--- config.mk ---
export PLATFORM = sky130hd
export DESIGN_NAME = vga_timing_gen
export DESIGN_NICKNAME = d
export VERILOG_FILES = /design/src/rtl/vga_timing_gen.sv
export SDC_FILE = /design/constraint.sdc
export NUM_CORES = 1
export LEC_CHECK = 0
export ABC_AREA = 1
export CORE_MARGIN = 4
export CORE_UTILIZATION = 50
export CTS_BUF_LIST = sky130_fd_sc_hd__clkbuf_4
export CTS_CLUSTER_DIAMETER = 100
export DETAILED_ROUTE_END_ITERATION = 16
export PLACE_DENSITY = 0.79
export SYNTH_ARGS = -nofsm -noshare
export SYNTH_HDL_FRONTEND = slang
export SYNTH_SLANG_ARGS = --single-unit
--- constraint.sdc ---
create_clock -name clk -period 1.9 [get_ports clk]
set_clock_uncertainty 0.2 [all_clocks]
set_input_delay 0.19 -clock clk [delete_from_list [all_inputs] [get_ports clk]]
set_output_delay 0.19 -clock clk [all_outputs]
set_load 0.05 [all_outputs]
--- src/rtl/vga_timing_gen.sv ---
// 640x480@60 VGA raster timing: pixel counters, syncs, data-enable and strobes.
// Optional macro VGA_SYNC_ALIGN_EN delays hsync/vsync/de by one pixel.
module vga_timing_gen #(
  parameter int H_ACTIVE  = 640,
  parameter int H_FP      = 16,
  parameter int H_SYNC    = 96,
  parameter int H_BP      = 48,
  parameter int V_ACTIVE  = 480,
  parameter int V_FP      = 10,
  parameter int V_SYNC    = 2,
  parameter int V_BP      = 33,
  parameter bit HSYNC_POL = 1'b0,
  parameter bit VSYNC_POL = 1'b0,
  parameter int CLK_DIV   = 1
) (
  input  logic       clk,
  input  logic       rst,
  input  logic       en,
  output logic [9:0] hcount,
  output logic [9:0] vcount,
  output logic       hsync,
  output logic       vsync,
  output logic       de,
  output logic       pix_tick,
  output logic       line_start,
  output logic       frame_start
);

  localparam int H_TOTAL = H_ACTIVE + H_FP + H_SYNC + H_BP;
  localparam int V_TOTAL = V_ACTIVE + V_FP + V_SYNC + V_BP;
  localparam int PW      = (CLK_DIV > 1) ? $clog2(CLK_DIV) : 1;

  localparam logic [9:0]    H_LAST     = 10'(H_TOTAL - 1);
  localparam logic [9:0]    V_LAST     = 10'(V_TOTAL - 1);
  localparam logic [9:0]    H_ACT      = 10'(H_ACTIVE);
  localparam logic [9:0]    V_ACT      = 10'(V_ACTIVE);
  localparam logic [9:0]    HS_FIRST   = 10'(H_ACTIVE + H_FP);
  localparam logic [9:0]    HS_LAST    = 10'(H_ACTIVE + H_FP + H_SYNC - 1);
  localparam logic [9:0]    VS_FIRST   = 10'(V_ACTIVE + V_FP);
  localparam logic [9:0]    VS_LAST    = 10'(V_ACTIVE + V_FP + V_SYNC - 1);
  localparam logic [PW-1:0] PRESC_LAST = PW'(CLK_DIV - 1);

  logic [PW-1:0] presc_q, presc_d;
  logic [9:0]    h_q, h_d, v_q, v_d;
  logic          hs_q, hs_d, vs_q, vs_d, de_q, de_d;

  // Gated by rst so the strobe is quiet while reset holds the prescaler at zero.
  assign pix_tick = en && !rst && (presc_q == PRESC_LAST);

  always_comb begin
    presc_d = presc_q;
    if (en) presc_d = (presc_q == PRESC_LAST) ? '0 : presc_q + 1'b1;
  end

  always_comb begin
    h_d = (h_q == H_LAST) ? 10'd0 : h_q + 10'd1;
    v_d = v_q;
    if (h_q == H_LAST) v_d = (v_q == V_LAST) ? 10'd0 : v_q + 10'd1;
  end

  // Decode the position the counters move to, so outputs line up with it.
  always_comb begin
    hs_d = ((h_d >= HS_FIRST) && (h_d <= HS_LAST)) ? HSYNC_POL : ~HSYNC_POL;
    vs_d = ((v_d >= VS_FIRST) && (v_d <= VS_LAST)) ? VSYNC_POL : ~VSYNC_POL;
    de_d = (h_d < H_ACT) && (v_d < V_ACT);
  end

  always_ff @(posedge clk or posedge rst) begin
    if (rst) begin
      presc_q <= '0;
      h_q     <= '0;
      v_q     <= '0;
      hs_q    <= ~HSYNC_POL;
      vs_q    <= ~VSYNC_POL;
      de_q    <= 1'b0;
    end else begin
      presc_q <= presc_d;
      if (pix_tick) begin
        h_q  <= h_d;
        v_q  <= v_d;
        hs_q <= hs_d;
        vs_q <= vs_d;
        de_q <= de_d;
      end
    end
  end

`ifdef VGA_SYNC_ALIGN_EN
  logic hs2_q, vs2_q, de2_q;

  always_ff @(posedge clk or posedge rst) begin
    if (rst) begin
      hs2_q <= ~HSYNC_POL;
      vs2_q <= ~VSYNC_POL;
      de2_q <= 1'b0;
    end else if (pix_tick) begin
      hs2_q <= hs_q;
      vs2_q <= vs_q;
      de2_q <= de_q;
    end
  end

  assign hsync = hs2_q;
  assign vsync = vs2_q;
  assign de    = de2_q;
`else
  assign hsync = hs_q;
  assign vsync = vs_q;
  assign de    = de_q;
`endif

  assign hcount      = h_q;
  assign vcount      = v_q;
  assign line_start  = pix_tick && (h_q == 10'd0);
  assign frame_start = line_start && (v_q == 10'd0);

endmodule

==> impl_metrics.ini, run 1 <==
[worst_setup_path]
cp_slowest_cell = dfrtp_2
cpPeakStageDelay_ps = 430
ff2ff_path_depth = 12
arrival_ps = 1860
crit_path_max_fanout = 2
r2r_end = vsync
crit_end = frame_start
criticalPathCategory = reg -> out
setup.worst_path.end_class = output pin
rr_startpoint = hcount[0]
crit_chain = inv_2, ha_4, nand2_2, nor3_2, nand4_1, nor4_4, buf_12
crit_start = hcount[0]
critPathRequiredTime_ps = 1510
cp-start-kind = register
r2r_setup_slack_ps = -50

[sta]
drv_slew = 0
setup_tns_ps = -683
fin_crit_sh_pct = 119
worst_pin_slew_ps = 492
fin_ws_ps = -352
setup_viol = 4
hold_viol_final = 0
fin_crit_ps = 2250
fmax_mhz = 444
relSlewSlack_pct = 67.3
grt_setup_unrepaired = yes

[synth]
synth.distinct_cells = 30
yosys_warnings = 0
netlist_area_sq_mm = 0.00167
synth_nets = 254
syn_area_per_cell_sq_um = 6.76
synth_seq_cells = 23
seq_area_frac_synth_pct = 34.6
synth_top_area_share_pct = 31.5
synth_top_cell_by_area = dfrtp_1
netlist_top_cells_area = dfrtp_1, nand2_1, nand3_1, o21ai_0, inv_1
syn_inst = 247

[die]
die_w_um = 65.8
dieArea_sq_mm = 0.00433
rows = 20
pin_count = 29
die_h_um = 65.8
core_sq_mm = 0.00313
start_util_pct = 53.4

[power]
p_leak_nw = 1.16
pwr-share-comb_pct = 59.4
p_switching_mw = 1.22
power_density_mw_per_mm2 = 1020
clock_power_share_pct = 10.6
p_int_mw = 1.21
switching_share_pct = 50.2
seq_power_share_pct = 30.0
vdd_drop_max_v = 0.000661

[grt]
antenna_found_initial = 0
grt_pass1_vias = 1680
grt-ovfl-total = 0
grt_pass1_wl_um = 7990
grt_max_degree = 24
grt_usage_pct = 23.8

[cells_and_area]
fin_util_pct = 76.3
drive_gt1_share_pct = 36.5
final_common_cell = nand2_1
nets = 323
fillers = 262
design_area_sq_mm = 0.00239
area_delta_synth_final_pct = 43.0
diodes = 0
layout_common_cells = nand2_1, buf_4, inv_1

[placed_design]
port_buffers = 28
hpwl_um = 3460
pre_cts_slack_ps = -78.8
placed_cell_area_sq_mm = 0.00224
place_congestion = 0.973

[clocking]
hold_buffers = 0
htree_levels = 1
cts_buffer_depth = 2
clock_latency_ps = 320
cts_tree = built
clock-sinks = 23
cts-root-buf = clkbuf_4
clkTransAtPathRegs_ps = 140
numCtsBuffers = 3

[drt]
via_count = 1913
finalWirelength_um = 4810
drc = 0
first_pass_iters = 4
routedWlPerCell_um = 13.4
via_per_inst = 5.33
drt.antenna.violating_nets = 0
drt-initial-drc-count = 193

[status]
violations = negative setup slack
status = complete, but fails checks

[worst_hold_path]
hold_class = in -> async

[run]
cap_violations = 0
synth_stat cells:
cell / n
nor2_1: 23
nor3_2: 1
nor2_4: 3
nand2_2: 1
nand3_4: 1
or2_2: 1
o21ai_1: 2
xor2_1: 1
nor3_1: 4
o21a_1: 1
a21oi_1: 5
o21ai_2: 1
dfrtp_1: 21
inv_1: 27
nand3_2: 3
inv_2: 2
clkbuf_1: 4
buf_2: 1
nand4_2: 1
a21boi_1: 1
nor4_1: 1
nand3_1: 22
nor2_8: 1
o21ai_0: 21
nand2_1: 80
nand2_4: 1
dfstp_2: 2
nor2_2: 3
ha_1: 4
nand4_1: 8
repair_timing:
action	CTS	global route
gates cloned	1	0
pin swaps	4	7
resized for setup	11	12
endpoints found under the setup margin	5	8
setup buffers	4	2
through the flow:
stage | total power, mW | hold slack [ps] | std cells
floorplan | 1.58 | -135 | 247
global placement | 2.07 | 268 | 349
detailed placement | 2.08 | 274 | 349
CTS | 2.41 | 74.0 | 358
global route | 2.60 | 92.3 | 359
finish | 2.44 | 68.7 | 359
state kept, by name, indices dropped and copies added (netlist names):
register	flops
de	1
vcount	10
vsync	1
hcount	10
hsync	1
layer usage:
metal | part of all wire, % | routed length, um | vias up | global-route usage (%)
li1 | - | - | 939 | -
met1 | 45 | 2160 | 874 | 34.4
met2 | 45 | 2160 | 94 | 37.2
met3 | 8.9 | 430 | 6 | 2.89
met4 | 1.2 | 57 | 0 | 6.74
met5 | 0 | 0 | - | 0
worst min path at each step:
| stage | start | end | slack [ps] | cells past startpoint |
|---|---|---|---|---|
| 2_1_floorplan | rst | de | -140 | 1 |
| 3_3_place_gp | de | de | 270 | 2 |
| 3_5_place_dp | de | de | 270 | 2 |
| 4_1_cts | rst | hcount[2] | 70 | 3 |
| 5_1_grt | rst | vcount[3] | 90 | 3 |
| 6_report | rst | hcount[2] | 70 | 3 |
worst max-delay path, delay by kind of cell (launching register included):
kind / cells / cell delay [ps]
buffers and inverters: 2 / 260
DFF: 1 / 430
and+or+nand+nor: 4 / 730
adders and majority gates: 1 / 130
cell type report:
| cell class | instances | area, sq um | share of cell area, % |
|---|---|---|---|
| multi-input combinational | 191 | 1060 | 44.2 |
| timing repair buffer | 68 | 546 | 22.9 |
| clock buffer | 4 | 30.0 | 1.26 |
| inverter | 29 | 115 | 4.82 |
| tap | 44 | 55.1 | 2.31 |
| sequential | 23 | 586 | 24.5 |
cells by family (layout without fill, tap and decap cells):
group	Yosys count	in the layout	share of synthesized area, %
AO/OA/AOI/OAI	31	31	9.82
XOR/XNOR	1	1	0.525
adder cells (fa/ha/maj)	4	4	3.00
buffers and inverters	34	101	7.72
flip-flops	23	23	34.6
AND/OR/NAND/NOR	154	155	44.3
power groups by stage:
stage,registers (mW),clock network (mW),logic [mW]
floorplan,1.14,0,0.441
global placement,0.740,0,1.33
detailed placement,0.743,0,1.33
CTS,0.727,0.267,1.42
global route,0.753,0.290,1.55
finish,0.731,0.258,1.45
No activity file was read; power rests on OpenSTA's default activity.
==> inputs of run 2 (changes only) <==
CTS_BUF_LIST = sky130_fd_sc_hd__clkbuf_4 sky130_fd_sc_hd__clkbuf_8 sky130_fd_sc_hd__clkbuf_16   (was sky130_fd_sc_hd__clkbuf_4)
clock period = 2.5 ns   (was 1.9 ns; I/O delays follow)
==> run 2 against run 1 <==
- the run now ends clean
- via count down 13%
- design area down 13%
- non-clock buffer count down 37
- die area unchanged
- critical path depth unchanged
- hold slack better by 100 ps
- sequential power down 19%
- clock-buffer cell count down 1
- final cell count down 11%
==> impl_metrics.ini, run 2 (synthesis gave the netlist of run 1 again) <==
[power]
p_int_mw = 0.788
seq_power_share_pct = 36.3
vdd_drop_max_v = 0.000408
p_switching_mw = 0.838
p_leak_nw = 0.950
switching_share_pct = 51.5
clock_power_share_pct = 10.2
power_density_mw_per_mm2 = 782
pwr-share-comb_pct = 53.4

[clocking]
hold_buffers = 0
clkTransAtPathRegs_ps = 120
cts_tree = built
htree_levels = 1
clock-sinks = 23
numCtsBuffers = 3
cts-root-buf = clkbuf_4
clock_latency_ps = 310
cts_buffer_depth = 2

[sta]
drv_slew = 0
worst_pin_slew_ps = 508
setup_viol = 0
fin_crit_ps = 2340
fin_crit_sh_pct = 93.6
grt_setup_unrepaired = no
hold_viol_final = 0
relSlewSlack_pct = 66.0
fmax_mhz = 427
setup_tns_ps = 0

[drt]
first_pass_iters = 5
top_layer = met4
wl_met1_um = 1970
drt.antenna.violating_nets = 0
drt-initial-drc-count = 128
routedWlPerCell_um = 12.2
via_per_inst = 5.19
wl_met2_um = 1670
via_count = 1665
drc = 0
dr_wl_met3_um = 273
finalWirelength_um = 3930

[placed_design]
hpwl_um = 3080
port_buffers = 28
placed_cell_area_sq_mm = 0.00205
placed_cells = 317
place_congestion = 0.987

[grt]
antenna_found_initial = 0
grt_max_degree = 24
grt_pass1_wl_um = 6990
grt-ovfl-total = 0
grt_pass1_vias = 1476
grt_usage_pct = 20.5

[cells_and_area]
final_common_cell = nand2_1
fin_cells = 321
fin_util_pct = 66.5
area_delta_synth_final_pct = 24.6
diodes = 0
design_area_sq_mm = 0.00208
drive_gt1_share_pct = 11.6
fillers = 265
layout_common_cells = nand2_1, inv_1, clkdlybuf4s50_1
nets = 285

[worst_setup_path]
critPathRequiredTime_ps = 2050
crit_path_max_fanout = 6
cp_slowest_cell = dfrtp_1
cpPeakStageDelay_ps = 450
crit_chain = inv_1, ha_1, nand2_1, nor3_1, nand4_1, nor4_4, buf_12
criticalPathCategory = reg -> out
crit_family = simple AND/OR/NAND/NOR gates
crit_buf_inv = 2
cp-start-kind = register
arrival_ps = 1890
setup.worst_path.end_class = output pin

[die]
pin_count = 29
dieArea_sq_mm = 0.00433
start_util_pct = 53.4
die_w_um = 65.8
rows = 20
die_h_um = 65.8
core_sq_mm = 0.00313

[run]
cap_violations = 0

[worst_hold_path]
hold_class = in -> async

[status]
status = complete, no violations
-- run 2: cell count changes in the layout (fill, tap and decap cells not counted), moves of 3 or more --
cell,change
dfrtp_1,+6
nor2_2,-3
nand2_2,-5
nand2_1,+5
clkdlybuf4s50_1,+23
buf_4,-59
nor2_1,+3
dfrtp_2,-6
inv_1,+4
o21ai_0,+3
-- run 2: worst paths after layout --
| check | start | end | slack (ps) | cells after the start |
|---|---|---|---|---|
| min reg2reg | de | de | 300 | 2 |
| min | rst | hcount[0] | 170 | 3 |
| max in group asynchronous | rst | vsync | 1640 | 3 |
| max reg2reg | vcount[0] | vsync | 480 | 12 |
| max | hcount[0] | frame_start | 160 | 7 |
| min in group clk | de | de | 300 | 2 |
-- run 2: metrics by stage --
stage               total power, mW  hold slack (ps)  worst slack, ps
floorplan                      1.19             58.7              188
global placement               1.46              270              513
detailed placement             1.46              265              518
CTS                            1.64              162              152
global route                   1.76              185             15.2
finish                         1.63              173              160
-- run 2: power groups by stage --
| stage | logic, mW | registers (mW) | clock network, mW |
|---|---|---|---|
| after CTS | 0.870 | 0.588 | 0.178 |
| after detailed placement | 0.867 | 0.595 | 0 |
| after floorplan | 0.335 | 0.856 | 0 |
| after global placement | 0.864 | 0.597 | 0 |
| final | 0.869 | 0.591 | 0.167 |
| after global routing | 0.950 | 0.611 | 0.195 |
-- run 2: final cells by class --
class                           instances  area, sq um  area share (%)
Multi-Input combinational cell        190          977            47.0
Sequential cell                        23          578            27.8
Timing Repair Buffer                   31          333            16.0
Inverter                               29          109            5.23
Tap cell                               44         55.1            2.65
Clock buffer                            3         22.5            1.08
Clock inverter                          1         5.00           0.241
-- run 2: metal layers --
metal,vias up,GRT usage (%)
li1,863,-
met1,742,31.2
met2,58,30.3
met3,2,4.42
met4,0,2.33
met5,-,0
-- run 2: repair_timing --
item | in CTS | in global routing
setup endpoints to repair | 0 | 1
gates resized for setup | 0 | 0
setup buffers | 0 | 0
-- run 2: worst reg2reg max path, stage by stage (launching register included) --
cell     delay [ps]
dfrtp_1         500
ha_1            330
inv_1            70
nor2_1          180
nand2_1          80
nand2_1          60
inv_1            30
nand3_1          70
nand2_1          80
nor2_1           90
nand3_1         100
nor2_1          100
a21oi_1          60
==> inputs of run 3 (changes only) <==
CORE_MARGIN = not set   (was 4)
PLACE_DENSITY = not set   (was 0.79)
PLACE_DENSITY_LB_ADDON = 0.08   (was not set)
==> run 3 against run 2 <==
- hold slack worse by 52 ps
- sequential power grew 0.8%
- first-iteration DRC count unchanged
- critical endpoint unchanged
==> impl_metrics.ini, run 3 (synthesis gave the netlist of run 1 again) <==
[die]
die_w_um = 59.8
start_util_pct = 53.8
core_sq_mm = 0.00310
dieArea_sq_mm = 0.00357
die_h_um = 59.8
pin_count = 29
rows = 20

[worst_setup_path]
crit_buf_inv = 2
cp_slowest_cell = dfrtp_1
cp-start-kind = register
crit_path_max_fanout = 6
arrival_ps = 1810
setup.worst_path.end_class = output pin
cpPeakStageDelay_ps = 460
crit_chain = inv_1, ha_1, nand2_1, nor3_1, nand4_1, nor4_4, buf_12
criticalPathCategory = reg -> out
crit_family = simple AND/OR/NAND/NOR gates
critPathRequiredTime_ps = 2050

[power]
clock_power_share_pct = 11.4
p_int_mw = 0.788
p_leak_nw = 0.950
power_density_mw_per_mm2 = 793
seq_power_share_pct = 36.1
p_switching_mw = 0.861
switching_share_pct = 52.2
vdd_drop_max_v = 0.000541
pwr-share-comb_pct = 52.5
power_mw = 1.65

[cells_and_area]
nets = 285
area_delta_synth_final_pct = 24.6
multi_input_area_sq_um = 977
area.sequential_sq_um = 578
layout_common_cells = nand2_1, inv_1, clkdlybuf4s50_1
fin_util_pct = 67.0
diodes = 0
design_area_sq_mm = 0.00208
final_common_cell = nand2_1
fillers = 288
drive_gt1_share_pct = 11.6

[drt]
finalWirelength_um = 4190
first_pass_iters = 5
drt-initial-drc-count = 128
routedWlPerCell_um = 13.1
drt.antenna.violating_nets = 0
via_per_inst = 5.31
drc = 0
via_count = 1704

[worst_hold_path]
hold_class = in -> async

[sta]
hold_viol_final = 0
worst_pin_slew_ps = 502
fmax_mhz = 442
grt_setup_unrepaired = no
relSlewSlack_pct = 66.4
drv_slew = 0
setup_tns_ps = 0
fin_crit_ps = 2260
setup_viol = 0
fin_crit_sh_pct = 90.5

[clocking]
clock-sinks = 23
numCtsBuffers = 3
cts_buffer_depth = 2
clock_latency_ps = 330
htree_levels = 1
cts_setup_buffers = 0
cts-root-buf = clkbuf_4
cts_resized = 0
clkTransAtPathRegs_ps = 150
cts_tree = built
hold_buffers = 0

[placed_design]
place_congestion = 0.946
placed_cell_area_sq_mm = 0.00205
port_buffers = 28
hpwl_um = 3130

[grt]
grt-ovfl-total = 0
grt_pass1_wl_um = 7160
grt_max_degree = 24
grt_usage_pct = 26.6
grt_pass1_vias = 1536
antenna_found_initial = 0

[status]
status = complete, no violations

[run]
cap_violations = 0
## run 3: stage by stage
stage | hold WS, ps | worst slack [ps] | cells
final | 121 | 237 | 321
after global routing | 175 | 92.0 | 321
after CTS | 132 | 205 | 321
after detailed placement | 279 | 536 | 317
after floorplan | 58.7 | 188 | 247
after global placement | 275 | 549 | 317
## run 3: worst paths after layout
path	from	cells after the start	end	slack, ps
hold / removal	rst	3	hcount[8]	120
max in group asynchronous	rst	3	vsync	1690
setup reg to reg	vcount[0]	10	de	440
min in group clk	hsync	2	hsync	310
setup / recovery	hcount[0]	7	frame_start	240
hold reg to reg	hsync	2	hsync	310
## run 3: area by class of cell
class | count | share of cell area (%)
inverters | 29 | 5.23
well taps | 44 | 2.65
clock inverters | 1 | 0.241
clock buffers | 3 | 1.08
repair buffers | 31 | 16.0
multi-input cells | 190 | 47.0
flip-flops and latches | 23 | 27.8
## run 3: power by group through the flow
stage               combinational [mW]  clock [mW]  sequential, mW
finish                           0.866       0.188           0.596
global route                     0.945       0.199           0.612
CTS                              0.866       0.186           0.594
detailed placement               0.862           0           0.600
global placement                 0.861           0           0.600
floorplan                        0.335           0           0.856
## run 3: metal layers
layer / track usage [%] / vias to the layer above / wire length, um
met5: 0 / - / 0
met4: 6.31 / 0 / 44
met3: 3.03 / 5 / 346
met2: 40.5 / 79 / 1810
met1: 40.1 / 757 / 2000
li1: - / 863 / -
## run 3: worst min-delay path, delay by kind of cell
kind | cells | cell delay, ps
buffers and inverters | 3 | 810
